### src/rtl/apb_slave_regbank.sv
// APB completer holding a bank of 2^ADDR_WIDTH registers; the top address is a
// read-only ID register. Programmable wait states, error response on ID writes.
module apb_slave_regbank #(
  parameter int                    DATA_WIDTH  = 16,
  parameter int                    ADDR_WIDTH  = 3,
  parameter int                    WAIT_STATES = 0,
  parameter logic [DATA_WIDTH-1:0] ID_VALUE    = 16'hA5B0
) (
  input  logic                  Pclk,
  input  logic                  Presetn,
  input  logic                  Psel,
  input  logic                  Penable,
  input  logic                  Pwrite,
  input  logic [ADDR_WIDTH-1:0] Paddr,
  input  logic [DATA_WIDTH-1:0] Pwdata,
  output logic [DATA_WIDTH-1:0] Prdata,
  output logic                  Pready,
  output logic                  Pslverr
);

  localparam int                    NREG     = 1 << ADDR_WIDTH;
  localparam logic [ADDR_WIDTH-1:0] TOP_ADDR = '1;

  typedef enum logic [1:0] {S_IDLE, S_WAIT, S_READY} state_t;

  state_t                r_state, w_state_nxt;
  logic [3:0]            r_cnt, w_cnt_nxt;
  logic                  w_enter_ready;
  logic                  w_complete;
  logic                  w_is_top;
  logic [DATA_WIDTH-1:0] w_rd_data;
  logic [DATA_WIDTH-1:0] r_regs [NREG];
  logic [DATA_WIDTH-1:0] r_prdata;
  logic                  r_pready;
  logic                  r_pslverr;

  assign w_is_top  = (Paddr == TOP_ADDR);
  assign w_rd_data = w_is_top ? ID_VALUE : r_regs[Paddr];

  // NOTE: every output of this block gets a default first, so no path leaves
  // a signal unassigned and no latch is inferred.
  always_comb begin
    w_state_nxt   = r_state;
    w_cnt_nxt     = r_cnt;
    w_enter_ready = 1'b0;
    w_complete    = 1'b0;
    case (r_state)
      S_IDLE: begin
        // Access strobe without a preceding setup is ignored.
        if (Psel && !Penable) begin
          if (WAIT_STATES == 0) begin
            w_state_nxt   = S_READY;
            w_enter_ready = 1'b1;
          end else begin
            w_state_nxt = S_WAIT;
            w_cnt_nxt   = 4'(WAIT_STATES);
          end
        end
      end
      S_WAIT: begin
        if (!Psel) begin
          w_state_nxt = S_IDLE;
        end else begin
          w_cnt_nxt = r_cnt - 4'd1;
          if (r_cnt == 4'd1) begin
            w_state_nxt   = S_READY;
            w_enter_ready = 1'b1;
          end
        end
      end
      S_READY: begin
        if (!Psel) begin
          w_state_nxt = S_IDLE;
        end else if (Penable) begin
          w_state_nxt = S_IDLE;
          w_complete  = 1'b1;
        end
      end
      default: w_state_nxt = S_IDLE;
    endcase
  end

  // NOTE: sequential state uses non-blocking assignments so every flop samples
  // the pre-edge values regardless of statement order.
  always_ff @(posedge Pclk) begin
    if (!Presetn) begin
      r_state   <= S_IDLE;
      r_cnt     <= 4'd0;
      r_prdata  <= '0;
      r_pready  <= 1'b0;
      r_pslverr <= 1'b0;
      // NOTE: the bank is built from flops rather than a RAM macro, so it can
      // be cleared in reset; the ID slot is never written and stays unused.
      for (int i = 0; i < NREG; i++) r_regs[i] <= '0;
    end else begin
      r_state <= w_state_nxt;
      r_cnt   <= w_cnt_nxt;
      if (w_enter_ready) begin
        r_pready  <= 1'b1;
        r_pslverr <= Pwrite && w_is_top;
        if (!Pwrite) r_prdata <= w_rd_data;
      end else if (w_state_nxt != S_READY) begin
        r_pready  <= 1'b0;
        r_pslverr <= 1'b0;
      end
      if (w_complete && Pwrite && !w_is_top) r_regs[Paddr] <= Pwdata;
    end
  end

  assign Prdata  = r_prdata;
  assign Pready  = r_pready;
  assign Pslverr = r_pslverr;

endmodule

### config.mk
export PLATFORM = sky130hd
export DESIGN_NAME = apb_slave_regbank
export DESIGN_NICKNAME = d
export VERILOG_FILES = /design/src/rtl/apb_slave_regbank.sv
export SDC_FILE = /design/constraint.sdc
export NUM_CORES = 1
export LEC_CHECK = 0
export CORE_ASPECT_RATIO = 1.1
export CORE_MARGIN = 4
export CORE_UTILIZATION = 59
export CTS_CLUSTER_SIZE = 40
export DETAILED_ROUTE_END_ITERATION = 7
export GPL_ROUTABILITY_DRIVEN = 0
export PLACE_DENSITY = 0.8
export RECOVER_POWER = 100
export SLEW_MARGIN = 20
export SYNTH_ARGS = -nofsm -noshare
export SYNTH_HDL_FRONTEND = slang
export SYNTH_SLANG_ARGS = --single-unit
### constraint.sdc
create_clock -name Pclk -period 2.79 [get_ports Pclk]
set_input_delay 0.6975 -clock Pclk [delete_from_list [all_inputs] [get_ports Pclk]]
set_output_delay 0.6975 -clock Pclk [all_outputs]
set_load 0.005 [all_outputs]
==> Flow_metrics.wiki <==
{| class="wikitable"
! Metric !! Value
|-
| Status || complete, no violations
|-
| Count of mapped cells out of synthesis || 461
|-
| CP Capture Point || r_regs[6][6]
|-
| Time the final worst path needs with I/O delays and setup || 2.44 ns
|-
| Post-route clock skew || 0.0158 ns
|-
| Critical path type || input pin to flop
|-
| Number of DRC violations after detailed-routing iteration 0 || 362
|-
| DR WL met2 || 7.34 mm
|-
| Average wire per cell in the routed design || 20.9 um
|-
| Number of synthesized flops with an enable pin || 121
|-
| PnR Total Power || 4930 uW
|-
| Pleak || 0.00294 uW
|-
| Launch instance of the worst register-to-register path || r_state[0]
|-
| Total via count in the routed design || 4049
|-
| Tightest Hold Check Type || flop to flop
|-
| # fillers || 715
|-
| Seq/Total Area, Yosys || 0.638
|-
| Post-route antenna net violation count || 0
|-
| Final number of max-transition violations || 0
|-
| Critical Path Fanout Max || 16
|-
| Number of setup violations in the final report || 0
|-
| Routed wire length on met3 || 1.09 mm
|-
| Achievable clock frequency || 0.410 GHz
|-
| Terminus of the critical flop-to-flop path || r_regs[1][3]
|-
| IR Drop Worst-Case VDD || 0.000459 V
|-
| Maximum number of pins on one net before global-route repair || 27
|-
| Top layer used by detailed routing || met4
|-
| Antenna fix cells || 0
|-
| Max-capacitance violation count || 0
|-
| Largest delay contributor family on the critical path || buffers and inverters
|-
| Share of the clock period used by the worst path || 0.874
|-
| Share of cells above drive strength 1 || 0.166
|-
| Number of placed cells counting well taps || 658
|-
| Skew-Pair Late Insertion Delay || 0.42 ns
|-
| Area used by multi-input combinational logic || 2140 um^2
|-
| Post-cts hold buffer count || 0
|-
| Initial antenna violation count || 0
|-
| Cell-by-cell trace of the critical path || dlygate4sd3_1 -> and2_0 -> and3_1 -> nand2b_1 -> clkbuf_2
|-
| Die extent in y || 118 um
|-
| Number of ports placed on the die boundary || 42
|-
| Fin cells || 690
|-
| Crit path depth || 5
|-
| Total grt overflow || 0
|-
| Detail Placement HPWL || 9.46 mm
|-
| Number of buffers created by CTS || 17
|-
| Startpoint type of the worst setup path || input pin
|-
| # resized after CTS || 0
|-
| Average instance area after synthesis || 14.0 um^2
|-
| Data required, critical path || 2.83 ns
|-
| Leading cell type in the layout, fill and taps excluded || sky130_fd_sc_hd__edfxtp_1
|-
| R2R cell count || 5
|-
| Synthesized cell area || 6440 um^2
|-
| Area growth from synthesis to layout || 19.0%
|-
| Count of unique library cells instantiated by Yosys || 45
|-
| Dominant synthesized flop cell || sky130_fd_sc_hd__edfxtp_1
|-
| Sum of routed wire length over all layers || 14.4 mm
|-
| TritonCTS clock tree || done
|-
| Overall die area || 12700 um^2
|-
| Slew margin rel. || 0.448
|-
| Horizontal die dimension || 108 um
|-
| CP Data Arrival Time || 2.48 ns
|-
| Setup repair after global routing missed its margin || false
|-
| Capturing element type of the critical path || flop
|-
| Final routed DRC violation total || 0
|-
| Total area of sequential cells || 4110 um^2
|-
| Wire length of the first global-routing pass || 23.0 mm
|-
| Total power per unit cell area || 642 nW/um^2
|-
| Initial cell density of the core || 0.611
|-
| Yosys warning total || 0
|-
| WP buf/inv || 2
|-
| Core Region || 10500 um^2
|-
| Register bit count reported by yosys || 145
|-
| Vias in the first global route || 4253
|-
| Largest incremental delay on the critical path || 0.74 ns
|-
| Routed length on met1 || 5.70 mm
|-
| Number of levels in the clock H-tree || 4
|-
| Final-layout setup total negative slack || 0 ns
|-
| Measured slew at the worst slew-check pin || 0.829 ns
|-
| Buffers on Ports || 41
|-
| Reg clk slew, reported paths || 0.06 ns
|-
| FF-to-FF setup slack || 0.89 ns
|-
| Maximum count of clock buffers along a single path || 2
|-
| Core Rows || 39
|-
| Layout net count || 560
|-
| Clock sinks || 145
|-
| Crit. Startpoint || Paddr[1]
|-
| Drt pass-1 iters || 5
|-
| Post-CTS setup-driven buffer insertion count || 0
|-
| Via-to-Cell Ratio || 5.87
|-
| Leading cell types in the layout, fill and taps excluded || 121 x sky130_fd_sc_hd__edfxtp_1, 65 x sky130_fd_sc_hd__and2_1, 48 x sky130_fd_sc_hd__and2_0, 28 x sky130_fd_sc_hd__nand2_1, 24 x sky130_fd_sc_hd__dfxtp_1
|-
| Final Hold Violating Endpoints || 0
|-
| Global Route Usage Sum || 0.246
|-
| Ys async rst share || 0
|-
| Minimum hold slack || 0.467 ns
|-
| Clock Root Buffer || sky130_fd_sc_hd__clkbuf_16
|-
| Slowest-stage cell, CP || sky130_fd_sc_hd__dlygate4sd3_1
|}
==> layer usage <==
| layer | vias up | GRT usage |
|---|---|---|
| met1 | 2025 | 0.327 |
| li1 | 1827 | - |
| met3 | 28 | 0.0576 |
| met2 | 169 | 0.391 |
| met5 | - | 0 |
| met4 | 0 | 0.0971 |
==> area by class of cell <==
| type | instances | area share |
|---|---|---|
| clock buffer | 18 | 0.0560 |
| multi-input combinational | 287 | 0.279 |
| clock inverter | 14 | 0.0191 |
| timing repair buffer | 75 | 0.0827 |
| sequential | 145 | 0.536 |
| tap | 143 | 0.0233 |
| inverter | 8 | 0.00392 |
==> cells by family (layout without fill, tap and decap cells) <==
group                      count (synthesis)  in the layout  share of synthesized area
and+or+nand+nor                          192            192                      0.182
adders and majority gates                  2              2                    0.00388
AOI/OAI and AO/OA                         49             49                     0.0551
xor gates and xnor gates                   3              3                    0.00408
other                                      1              9                   0.000582
muxes                                     32             32                     0.0882
buffers and inverters                     37            115                     0.0276
DFF                                      145            145                      0.638
==> worst reg2reg max path, cell delays in order (launching register included) <==
cell and delay (ns):
sky130_fd_sc_hd__dfxtp_1 0.33, sky130_fd_sc_hd__nand2b_1 0.19, sky130_fd_sc_hd__or2_4 0.30, sky130_fd_sc_hd__nor3_2 0.13, sky130_fd_sc_hd__nand2b_1 0.15, sky130_fd_sc_hd__clkbuf_1 0.44
==> cells in the mapped netlist, types with 3 or more instances <==
library cell	instances	share of area
sky130_fd_sc_hd__a32o_1	9	0.014
sky130_fd_sc_hd__inv_1	7	0.0041
sky130_fd_sc_hd__mux2i_1	5	0.0078
sky130_fd_sc_hd__mux2_2	8	0.014
sky130_fd_sc_hd__clkbuf_1	12	0.0070
sky130_fd_sc_hd__nor2_1	10	0.0058
sky130_fd_sc_hd__and2_1	113	0.11
sky130_fd_sc_hd__mux4_2	19	0.066
sky130_fd_sc_hd__buf_6	3	0.0052
sky130_fd_sc_hd__a31oi_1	7	0.0068
sky130_fd_sc_hd__o21ai_0	13	0.010
sky130_fd_sc_hd__a21oi_1	8	0.0062
sky130_fd_sc_hd__o221a_2	5	0.0087
sky130_fd_sc_hd__nand2_1	28	0.016
sky130_fd_sc_hd__edfxtp_1	121	0.56
sky130_fd_sc_hd__nand3b_1	5	0.0058
sky130_fd_sc_hd__dfxtp_1	24	0.075
sky130_fd_sc_hd__buf_2	13	0.010
sky130_fd_sc_hd__nand2b_1	18	0.017
==> report_power, final <==
group | internal [uW] | total, uW | switching, uW
Combinational | 128 | 296 | 168
Sequential | 2400 | 2420 | 22.2
Clock | 1380 | 2210 | 823
==> through the flow <==
step | setup slack (ns) | utilization | cell area (um^2)
2_1_floorplan | 0.441 | - | 6470
3_3_place_gp | 0.305 | 0.682 | 7190
3_5_place_dp | 0.252 | 0.682 | 7190
4_1_cts | 0.661 | 0.736 | 7760
5_1_grt | 0.274 | 0.728 | 7670
6_report | 0.352 | 0.728 | 7670
==> how the worst min path moves through the flow <==
stage	startpoint	endpoint	slack (ns)	cells after the start
after floorplan	Pslverr	Pslverr	0.46	2
after global placement	Pslverr	Pslverr	0.46	2
after detailed placement	Pslverr	Pslverr	0.47	2
after CTS	Pslverr	Pslverr	0.48	2
after global routing	Pslverr	Pslverr	0.50	2
final	Pslverr	Pslverr	0.47	2
==> sequential cells by signal, summed over array words and instances (netlist names) <==
signal	count
r_regs	121
Prdata	16
r_cnt	4
r_state	2
Pready	1
Pslverr	1
Note: power is estimated with default switching activity, not from simulation.
